## config.mk

```make
export PLATFORM = sky130hd
export DESIGN_NAME = dram_bank_sequencer
export DESIGN_NICKNAME = d
export VERILOG_FILES = /design/src/rtl/dram_pkg.sv /design/src/rtl/dram_open_row_table.sv /design/src/rtl/dram_bank_sequencer.sv
export SDC_FILE = /design/constraint.sdc
export NUM_CORES = 1
export LEC_CHECK = 0
export ABC_AREA = 1
export BUFFER_PORTS_ARGS = -buffer_cell sky130_fd_sc_hd__clkbuf_2
export CAP_MARGIN = 10
export CORE_MARGIN = 1
export CORE_UTILIZATION = 41
export DETAILED_ROUTE_END_ITERATION = 12
export GPL_TIMING_DRIVEN = 0
export MAX_ROUTING_LAYER = met4
export PLACE_DENSITY_LB_ADDON = 0.12
export SETUP_SLACK_MARGIN = 0.15
export SLEW_MARGIN = 10
export SYNTH_ARGS = -nofsm -noshare
export SYNTH_HDL_FRONTEND = slang
export SYNTH_SLANG_ARGS = --single-unit
```

## constraint.sdc

```tcl
create_clock -name clk -period 2.2 [get_ports clk]
set_input_delay 0.44 -clock clk [delete_from_list [all_inputs] [get_ports clk]]
set_output_delay 0.44 -clock clk [all_outputs]
set_load 0.005 [all_outputs]
```

## src/rtl/dram_pkg.sv

```systemverilog
// Shared definitions for the DRAM bank sequencer: command encodings,
// sequencer FSM states, open-row lookup classes and a small max helper.
package dram_pkg;

  typedef enum logic [2:0] {
    CMD_NOP = 3'd0,
    CMD_PRE = 3'd1,
    CMD_ACT = 3'd2,
    CMD_RD  = 3'd3,
    CMD_WR  = 3'd4
  } cmd_e;

  typedef enum logic [2:0] {
    ST_IDLE  = 3'd0,
    ST_PRE   = 3'd1,
    ST_PRE_W = 3'd2,
    ST_ACT   = 3'd3,
    ST_ACT_W = 3'd4,
    ST_RW    = 3'd5,
    ST_RW_W  = 3'd6,
    ST_DONE  = 3'd7
  } state_e;

  // Result of looking a (bank,row) pair up in the open-row table
  typedef enum logic [1:0] {
    CLS_HIT      = 2'd0,
    CLS_CLOSED   = 2'd1,
    CLS_CONFLICT = 2'd2
  } row_class_e;

  function automatic int unsigned max3(input int unsigned a, input int unsigned b,
                                       input int unsigned c);
    int unsigned m;
    m = a;
    if (b > m) m = b;
    if (c > m) m = c;
    return m;
  endfunction

endpackage

```

## src/rtl/dram_open_row_table.sv

```systemverilog
// Per-bank open-row tracker.
//  clk, rst        : clock, synchronous active-high reset (closes all banks)
//  lkp_bank/row    : combinational lookup key
//  lkp_class_c     : hit / closed / conflict for the lookup key
//  clr_en/clr_bank : mark a bank closed at the next edge (precharge)
//  set_en/set_bank/set_row : mark a bank open on a row at the next edge (activate)
module dram_open_row_table
  import dram_pkg::*;
#(
  parameter int unsigned NUM_OF_BANKS = 8,
  parameter int unsigned NUM_OF_ROWS  = 128
) (
  input  logic                            clk,
  input  logic                            rst,
  input  logic [$clog2(NUM_OF_BANKS)-1:0] lkp_bank,
  input  logic [$clog2(NUM_OF_ROWS)-1:0]  lkp_row,
  output row_class_e                      lkp_class_c,
  input  logic                            clr_en,
  input  logic [$clog2(NUM_OF_BANKS)-1:0] clr_bank,
  input  logic                            set_en,
  input  logic [$clog2(NUM_OF_BANKS)-1:0] set_bank,
  input  logic [$clog2(NUM_OF_ROWS)-1:0]  set_row
);

  localparam int unsigned RW = $clog2(NUM_OF_ROWS);

  logic [NUM_OF_BANKS-1:0] open_q, open_d;
  logic [RW-1:0]           row_q [NUM_OF_BANKS];
  logic [RW-1:0]           row_d [NUM_OF_BANKS];

  // Lookup against the current table contents
  always_comb begin
    lkp_class_c = CLS_CLOSED;
    if (open_q[lkp_bank]) begin
      lkp_class_c = (row_q[lkp_bank] == lkp_row) ? CLS_HIT : CLS_CONFLICT;
    end
  end

  // Table update: set wins if both target the same bank (never happens in practice)
  always_comb begin
    open_d = open_q;
    row_d  = row_q;
    if (clr_en) open_d[clr_bank] = 1'b0;
    if (set_en) begin
      open_d[set_bank] = 1'b1;
      row_d[set_bank]  = set_row;
    end
  end

  always_ff @(posedge clk) begin
    if (rst) begin
      open_q <= '0;
      for (int i = 0; i < int'(NUM_OF_BANKS); i++) row_q[i] <= '0;
    end else begin
      open_q <= open_d;
      row_q  <= row_d;
    end
  end

endmodule

```

## src/rtl/dram_bank_sequencer.sv

```systemverilog
// DRAM bank sequencer: takes one decoded request at a time and issues the
// PRE/ACT/RD/WR command sequence with exact tRP/tRCD/tCAS spacing, using an
// open-page policy tracked per bank.
//  clk, rst                        : clock, synchronous active-high reset
//  req_valid/req_ready             : request handshake (ready only in IDLE)
//  req_write, bank_id/row_id/col_id: request payload, stable until accepted
//  cmd_valid, cmd, cmd_bank/row/col: one DRAM command per cycle
//  rsp_done, rsp_hit               : completion pulse and row-hit flag
module dram_bank_sequencer
  import dram_pkg::*;
#(
  parameter int unsigned NUM_OF_BANKS = 8,
  parameter int unsigned NUM_OF_ROWS  = 128,
  parameter int unsigned NUM_OF_COLS  = 8,
  parameter int unsigned T_RP         = 3,
  parameter int unsigned T_RCD        = 3,
  parameter int unsigned T_CAS        = 2
) (
  input  logic                            clk,
  input  logic                            rst,
  input  logic                            req_valid,
  output logic                            req_ready,
  input  logic                            req_write,
  input  logic [$clog2(NUM_OF_BANKS)-1:0] bank_id,
  input  logic [$clog2(NUM_OF_ROWS)-1:0]  row_id,
  input  logic [$clog2(NUM_OF_COLS)-1:0]  col_id,
  output logic                            cmd_valid,
  output logic [2:0]                      cmd,
  output logic [$clog2(NUM_OF_BANKS)-1:0] cmd_bank,
  output logic [$clog2(NUM_OF_ROWS)-1:0]  cmd_row,
  output logic [$clog2(NUM_OF_COLS)-1:0]  cmd_col,
  output logic                            rsp_done,
  output logic                            rsp_hit
);

  localparam int unsigned BW    = $clog2(NUM_OF_BANKS);
  localparam int unsigned RW    = $clog2(NUM_OF_ROWS);
  localparam int unsigned CW    = $clog2(NUM_OF_COLS);
  localparam int unsigned T_MAX = max3(T_RP, T_RCD, T_CAS);
  localparam int unsigned CNT_W = $clog2(T_MAX) + 1;

  state_e        state_q, state_d;
  logic          wr_q, wr_d;
  logic [BW-1:0] bank_q, bank_d;
  logic [RW-1:0] row_q, row_d;
  logic [CW-1:0] col_q, col_d;
  logic          hit_q, hit_d;
  logic [CNT_W-1:0] cnt_q, cnt_d;

  logic          req_ready_q, req_ready_d;
  logic          cmd_valid_q, cmd_valid_d;
  cmd_e          cmd_q, cmd_d;
  logic [BW-1:0] cmd_bank_q, cmd_bank_d;
  logic [RW-1:0] cmd_row_q, cmd_row_d;
  logic [CW-1:0] cmd_col_q, cmd_col_d;
  logic          rsp_done_q, rsp_done_d;
  logic          rsp_hit_q, rsp_hit_d;

  row_class_e    lkp_class_c;
  logic          tbl_clr_c, tbl_set_c;

  dram_open_row_table #(
    .NUM_OF_BANKS(NUM_OF_BANKS),
    .NUM_OF_ROWS (NUM_OF_ROWS)
  ) u_table (
    .clk        (clk),
    .rst        (rst),
    .lkp_bank   (bank_id),
    .lkp_row    (row_id),
    .lkp_class_c(lkp_class_c),
    .clr_en     (tbl_clr_c),
    .clr_bank   (bank_q),
    .set_en     (tbl_set_c),
    .set_bank   (bank_q),
    .set_row    (row_q)
  );

  // Next state, capture, wait counter and table writes.
  // Wait states exit on the cycle the counter steps from 1 to 0, giving exact spacing.
  always_comb begin
    state_d   = state_q;
    wr_d      = wr_q;
    bank_d    = bank_q;
    row_d     = row_q;
    col_d     = col_q;
    hit_d     = hit_q;
    cnt_d     = cnt_q;
    tbl_clr_c = 1'b0;
    tbl_set_c = 1'b0;
    unique case (state_q)
      ST_IDLE: begin
        if (req_valid) begin
          wr_d   = req_write;
          bank_d = bank_id;
          row_d  = row_id;
          col_d  = col_id;
          hit_d  = (lkp_class_c == CLS_HIT);
          unique case (lkp_class_c)
            CLS_HIT:    state_d = ST_RW;
            CLS_CLOSED: state_d = ST_ACT;
            default:    state_d = ST_PRE;
          endcase
        end
      end
      ST_PRE: begin
        tbl_clr_c = 1'b1;
        cnt_d     = CNT_W'(T_RP - 1);
        state_d   = (T_RP <= 1) ? ST_ACT : ST_PRE_W;
      end
      ST_ACT: begin
        tbl_set_c = 1'b1;
        cnt_d     = CNT_W'(T_RCD - 1);
        state_d   = (T_RCD <= 1) ? ST_RW : ST_ACT_W;
      end
      ST_RW: begin
        cnt_d   = CNT_W'(T_CAS - 1);
        state_d = (T_CAS <= 1) ? ST_DONE : ST_RW_W;
      end
      ST_PRE_W, ST_ACT_W, ST_RW_W: begin
        if (cnt_q <= CNT_W'(1)) begin
          cnt_d = '0;
          unique case (state_q)
            ST_PRE_W: state_d = ST_ACT;
            ST_ACT_W: state_d = ST_RW;
            default:  state_d = ST_DONE;
          endcase
        end else begin
          cnt_d = cnt_q - CNT_W'(1);
        end
      end
      ST_DONE: state_d = ST_IDLE;
      default: state_d = ST_IDLE;
    endcase
  end

  // Moore output decode of the upcoming state so outputs leave a flop
  always_comb begin
    req_ready_d = 1'b0;
    cmd_valid_d = 1'b0;
    cmd_d       = CMD_NOP;
    cmd_bank_d  = '0;
    cmd_row_d   = '0;
    cmd_col_d   = '0;
    rsp_done_d  = 1'b0;
    rsp_hit_d   = 1'b0;
    unique case (state_d)
      ST_IDLE: req_ready_d = 1'b1;
      ST_PRE: begin
        cmd_valid_d = 1'b1;
        cmd_d       = CMD_PRE;
        cmd_bank_d  = bank_d;
      end
      ST_ACT: begin
        cmd_valid_d = 1'b1;
        cmd_d       = CMD_ACT;
        cmd_bank_d  = bank_d;
        cmd_row_d   = row_d;
      end
      ST_RW: begin
        cmd_valid_d = 1'b1;
        cmd_d       = wr_d ? CMD_WR : CMD_RD;
        cmd_bank_d  = bank_d;
        cmd_col_d   = col_d;
      end
      ST_DONE: begin
        rsp_done_d = 1'b1;
        rsp_hit_d  = hit_d;
      end
      default: ;
    endcase
  end

  always_ff @(posedge clk) begin
    if (rst) begin
      state_q     <= ST_IDLE;
      wr_q        <= 1'b0;
      bank_q      <= '0;
      row_q       <= '0;
      col_q       <= '0;
      hit_q       <= 1'b0;
      cnt_q       <= '0;
      req_ready_q <= 1'b1;
      cmd_valid_q <= 1'b0;
      cmd_q       <= CMD_NOP;
      cmd_bank_q  <= '0;
      cmd_row_q   <= '0;
      cmd_col_q   <= '0;
      rsp_done_q  <= 1'b0;
      rsp_hit_q   <= 1'b0;
    end else begin
      state_q     <= state_d;
      wr_q        <= wr_d;
      bank_q      <= bank_d;
      row_q       <= row_d;
      col_q       <= col_d;
      hit_q       <= hit_d;
      cnt_q       <= cnt_d;
      req_ready_q <= req_ready_d;
      cmd_valid_q <= cmd_valid_d;
      cmd_q       <= cmd_d;
      cmd_bank_q  <= cmd_bank_d;
      cmd_row_q   <= cmd_row_d;
      cmd_col_q   <= cmd_col_d;
      rsp_done_q  <= rsp_done_d;
      rsp_hit_q   <= rsp_hit_d;
    end
  end

  assign req_ready = req_ready_q;
  assign cmd_valid = cmd_valid_q;
  assign cmd       = cmd_q;
  assign cmd_bank  = cmd_bank_q;
  assign cmd_row   = cmd_row_q;
  assign cmd_col   = cmd_col_q;
  assign rsp_done  = rsp_done_q;
  assign rsp_hit   = rsp_hit_q;

endmodule

```

# --- Word level (Yosys, flattened, before mapping) ---
# Cells that the tools add are included.
op_classes:
  eq_ne: 13
  mux: 38
  add_sub_neg: 1
  n_bitwise: 9
  reduce_logical: 13
  n_lt_le_gt_ge: 7
op_table:
  columns: ["op", "count"]
  rows:
  - ["$bwmux 56", 1]
  - ["$mux 7", 5]
  - ["$mux 3", 8]
  - ["$bmux 7 s3", 1]
  - ["$demux 7 s3", 1]
  - ["$eq 3x3->1 const B", 6]
  - ["$pmux 3 s3", 2]
  - ["$pmux 3 s6", 1]
  - ["$mux 8", 2]
  - ["$pmux 3 s2", 2]
  - ["$mux 1", 11]
  - ["$reduce_or 2->1", 5]
  - ["$eq 3x2->1 const B", 3]
  - ["$and 8x8->8", 1]
  - ["$ge 4x4->1 const B", 2]
  - ["$lt 3x4->1 const B", 2]
  - ["$not 3->4", 2]
  - ["$not 8->8", 1]
  - ["$or 8x8->8", 1]
  - ["$eq 7x7->1", 1]
  - ["$eq 3x1->1 const B", 2]
  - ["$logic_not 3->1", 2]
  - ["$reduce_or 3->1", 2]
  - ["$lt 4x1->1 const B", 1]
  - ["other kinds (11)", 16]
totals:
  reg_bits: 105
  inputBits: 17
  out_inout_bits: 20

# --- Depth between registers and ports, before layout ---
depth:
  ltp_word: 15
  mapped_depth: 16
  mapped_depth_nobuf: 15

# --- By module ---
# From an unflattened synthesis, not the netlist that was laid out.
hier_totals:
  hier_cells: 675
  area_unflattened_um2: 4857.2
modules_own_cells:
  columns: ["mod", "instances", "area_per_inst_um2", "seq_area_each_um2", "cells_each"]
  rows:
  - ["dram_open_row_table", 1, 3173.0, 1281.2, 480]
  - ["dram_bank_sequencer", 1, 1684.1, 820.8, 195]

# --- Worst setup path after synthesis ---
# Ideal clock, no wire load.
synth_timing:
  path_type: "input port to flip-flop"
  from: "in bank_id[1]"
  to: "reg cmd_bank_q[0] (netlist: cmd_bank[0])"
  n_path_buf: 2
  setup_slack_ps: 469
  required_time_ps: 2078
  arrival_ps: 1610
  cell_stages: 14
  path_cell_list: "buf_2 buf_4 nand3_1 nand2_1 nand2_1 nand3_1 nor2_1 nand2_1 nor2_2 nand2_2 nand2_4 nand2_2 nand2_2 nor2_1"
synth_via:
  elab_chain_len: 15
  elab_cells_between_ends: 20
  cone_classes: "5 x eq/ne; 10 x mux; 2 x bitwise; 3 x reduce/logical"
synth_lines:
  columns: ["item", "line", "text"]
  rows:
  - ["start, declared", "dram_bank_sequencer.sv:24", "input logic [$clog2(NUM_OF_BANKS)-1:0] bank_id,"]
  - ["$not 3->4 (implied by the code)", "dram_open_row_table.sv:35", "lkp_class_c = (row_q[lkp_bank] == lkp_row) ? CLS_HIT : CLS_CONFLICT;"]
  - ["$bmux 7 s3", "dram_open_row_table.sv:35", null]
  - ["$mux 7 (implied by the code) (2 in a row)", "dram_open_row_table.sv:35", null]
  - ["$eq 7x7->1", "dram_open_row_table.sv:35", null]
  - ["$mux 2", "dram_open_row_table.sv:35", null]
  - ["$mux 2 (*)", "dram_open_row_table.sv:34", "if (open_q[lkp_bank]) begin"]
  - ["$eq 2x1->1 / $logic_not 2->1 (equally long branches)", "dram_bank_sequencer.sv:98", "unique case (lkp_class_c)"]
  - ["$pmux 3 s2 (*)", "dram_bank_sequencer.sv:98", null]
  - ["$mux 3 (*)", "dram_bank_sequencer.sv:92", "if (req_valid) begin"]
  - ["$pmux 3 s6 (*)", "dram_bank_sequencer.sv:90", "unique case (state_q)"]
  - ["$eq 3x3->1 (tied with other cells)", "dram_bank_sequencer.sv:146", "unique case (state_d)"]
  - ["$reduce_or 3->1 (no source line) (*)", null, null]
  - ["$not 1->1 (no source line) (*)", null, null]
  - ["$reduce_or 2->1 (no source line) (*)", null, null]
  - ["end signal, assigned", "dram_bank_sequencer.sv:201", "cmd_bank_q <= cmd_bank_d;"]
  - ["end, declared", "dram_bank_sequencer.sv:53", "logic [BW-1:0] cmd_bank_q, cmd_bank_d;"]
# Every way passes the cells marked *; elsewhere a longest branch is shown, timed or not. The select of a mux whose other input is x is not followed.
# A chain may end at the register's enable or synchronous reset.

# --- Worst setup path after layout ---
layout_timing:
  from: "in bank_id[0]"
  to: "reg cmd_bank_q[1] (netlist: cmd_bank[1])"
# Same word-level chain as after synthesis.

==> impl_metrics.yaml <==
final_layout:
  fin_area_um2: 5080
  fin_util: 0.486
  fin_cells: 826
  num-nets-final: 704
  antenna_cells: 0
  layout-drive-gt1-share: 0.119
  syn_to_final_growth_pct: 13.1
  n_fill_cell: 1094
route:
  wl_per_cell_um: 15.4
  top_layer: "met4"
  drc: 0
  met1_length_um: 5880
  dr.pass1.iters: 5
  drt_iter0_drc: 281
  ant_nets: 0
  vias: 4185
  met3_length_um: 744
  met2_length_um: 5800
  drt_wl_total_um: 12800
  drt-vias-per-instance: 5.07
die:
  die_x_um: 107
  die_y_um: 107
  io_pins: 37
  die-area_um2: 11400
  core-area_um2: 10500
  initial_core_util: 0.429
  rows: 37
setup_path:
  end_kind: "flop"
  start_kind: "input port"
  crit_end: "cmd_bank[1]$_SDFF_PP0_"
  cp_data_arrival_time_ns: 2.15
  cp-startpoint: "bank_id[0]"
  path_class: "input port to flop"
  critPathMaxFanout: 10
  r2r_slack_ns: 0.38
  r2r_cells: 8
  r2r-end: "cmd_bank[1]$_SDFF_PP0_"
  required_ns: 2.46
  r2r-start: "state_q[0]$_SDFF_PP0_"
global_routing:
  antenna_found_initial: 0
  grt_usage: 0.243
  grt_pass1_wl_um: 20300
  grt_overflow: 0
  grt_start_max_net_pins: 21
  grt_pass1_vias: 3921
run_status:
  status: "finished, final reports clean"
sta:
  final.setup_skew_ns: 0.0162
  slew_viol_final: 0
  layout_worst_path_cycle_share: 0.857
  grt_setup_unrepaired: "false"
  max_freq_mhz: 530
  finalHoldViolCount: 0
  slew_headroom: 0.604
  worst_pin_slew_ns: 0.595
  post-route-min-period_ns: 1.89
  holdWs_ns: 0.316
  tns_ns: 0
  layout_setup_ws_ns: 0.314
  finalSetupViolations: 0
cts:
  tritoncts: "built"
  clockBufferDepth: 2
  clockRootBuffer: "clkbuf_8"
  clkLatencyLatePin_ns: 0.38
  clk_pin_slew_ns: 0.12
  cts.sinks: 105
  cts-buffers-inserted: 9
  hold_buffers: 0
  cts_max_level: 3
placement:
  place_congestion: 0.859
  post-place-ws_ns: -0.158
  io_buffers: 35
  hpwl_um: 9100
  dp.cells: 805
  dpl_cell_area_um2: 4840
synthesis:
  synth_edf_count: 0
  yosysMostFrequentCell: "nand2_1"
  yosysTopAreaCell: "dfxtp_1"
  synth_top_family_by_area: "simple AND/OR/NAND/NOR gates"
  ys.warnings.count: 0
  yosys.area_share.simple: 0.242
  synthDistinctLibCells: 30
  syn_area_per_cell_um2: 7.08
  synth_compound_area_frac: 0.167
  synth_top_area_frac: 0.468
  muxShareOfSynthArea: 0.00892
  syn-num-nets: 653
  yosys.area_share.adder: 0.00557
  async_reset_ff_frac: 0
  yosysSeqAreaShare: 0.468
  ys_seq_elements: 105
  synthCells: 634
  synth-xor-area-share: 0.00195
  synthFlopType: "dfxtp_1"
  synthTopCellsByArea: "dfxtp_1, nand2_1, o21ai_0, inv_1, a21oi_1"
  synth_common_cells: "nand2_1, dfxtp_1, inv_1"
  synthesis.area_um2: 4490
power:
  p_leak_nw: 2.16
  ir_worst_vdd_mv: 0.437
  fin_total_pwr_mw: 4.37
  powerDensity_nw_per_um2: 861
worst_hold_path:
  min_from: "col_id[2]"
  hold_path_class: "input port to flop"
job:
  drv_cap: 0
routing by layer:
layer	vias up	track usage
met5	-	-
met2	131	0.382
met1	1898	0.318
met3	25	0.0359
met4	0	0.0890
li1	2131	-
flip-flops by register name, indices dropped and copies added (netlist names), 3 cells and up, named ones only:
| name | count |
|---|---|
| row_q | 7 |
| cmd | 3 |
| cmd_bank | 3 |
| bank_q | 3 |
| col_q | 3 |
| cnt_q | 3 |
| cmd_row | 7 |
| state_q | 3 |
| u_table.row_q | 56 |
| cmd_col | 3 |
power by group:
part           total, mW  internal, mW  switching (mW)  leakage, nW
Combinational      0.931         0.327           0.604         1.21
Clock               1.21         0.446           0.762       0.0933
Sequential          2.23          2.06           0.177        0.851
cell usage in the layout (no fill, tap or decap), types with 4 or more instances in the layout:
cell	instances
a21oi_1	62
buf_2	4
buf_4	8
clkbuf_1	18
clkbuf_2	35
clkbuf_8	9
dfxtp_1	105
inv_1	86
inv_2	4
inv_8	4
mux2i_1	4
nand2_1	113
nand3_1	47
nor2_1	71
nor2_2	4
nor3_1	15
o21ai_0	75
what timing repair did:
action	CTS	global route
setup buffers	0	5
endpoints found under the setup margin	0	40
resized for setup	0	7
worst max-delay path, cell delays in order:
cell and delay [ns]:
clkbuf_2 0.11, inv_2 0.16, buf_4 0.24, nand2_1 0.07, nand3_1 0.07, nand3_1 0.15, nand2_1 0.11, nand2_1 0.05
nand2_1 0.05, nand2_1 0.08, nor2_1 0.17, nand2_2 0.10, nand2_4 0.09, nand2_2 0.08, nand2_2 0.11, nor2_1 0.06
cell families after synthesis:
| kind of cell | after synthesis |
|---|---|
| and+or+nand+nor | 257 |
| DFF | 105 |
| adders and majority gates | 2 |
| AOI/OAI and AO/OA | 145 |
| buffers and inverters | 120 |
| xor gates and xnor gates | 1 |
| muxes | 4 |
how the worst min path moves through the flow:
stage	slack (ns)	endpoint	cells past startpoint
CTS	0.31	col_q[0]$_SDFF_PP0_	3
floorplan	0.43	u_table.row_q[0]$_SDFFE_PP0P_	2
finish	0.32	col_q[2]$_SDFF_PP0_	3
global route	0.31	col_q[0]$_SDFF_PP0_	3
global placement	0.44	u_table.row_q[55]$_SDFFE_PP0P_	2
detailed placement	0.44	u_table.row_q[16]$_SDFFE_PP0P_	2
final cells by class:
type	instances	area [um^2]	share of cell area
Buffer	29	144	0.0283
Clock buffer	9	124	0.0244
Clock inverter	7	68.8	0.0135
Inverter	91	342	0.0672
Multi-Input combinational cell	409	1920	0.377
Sequential cell	105	2100	0.414
Tap cell	136	170	0.0335
Timing Repair Buffer	40	213	0.0419
(Power assumes the default switching activity.)
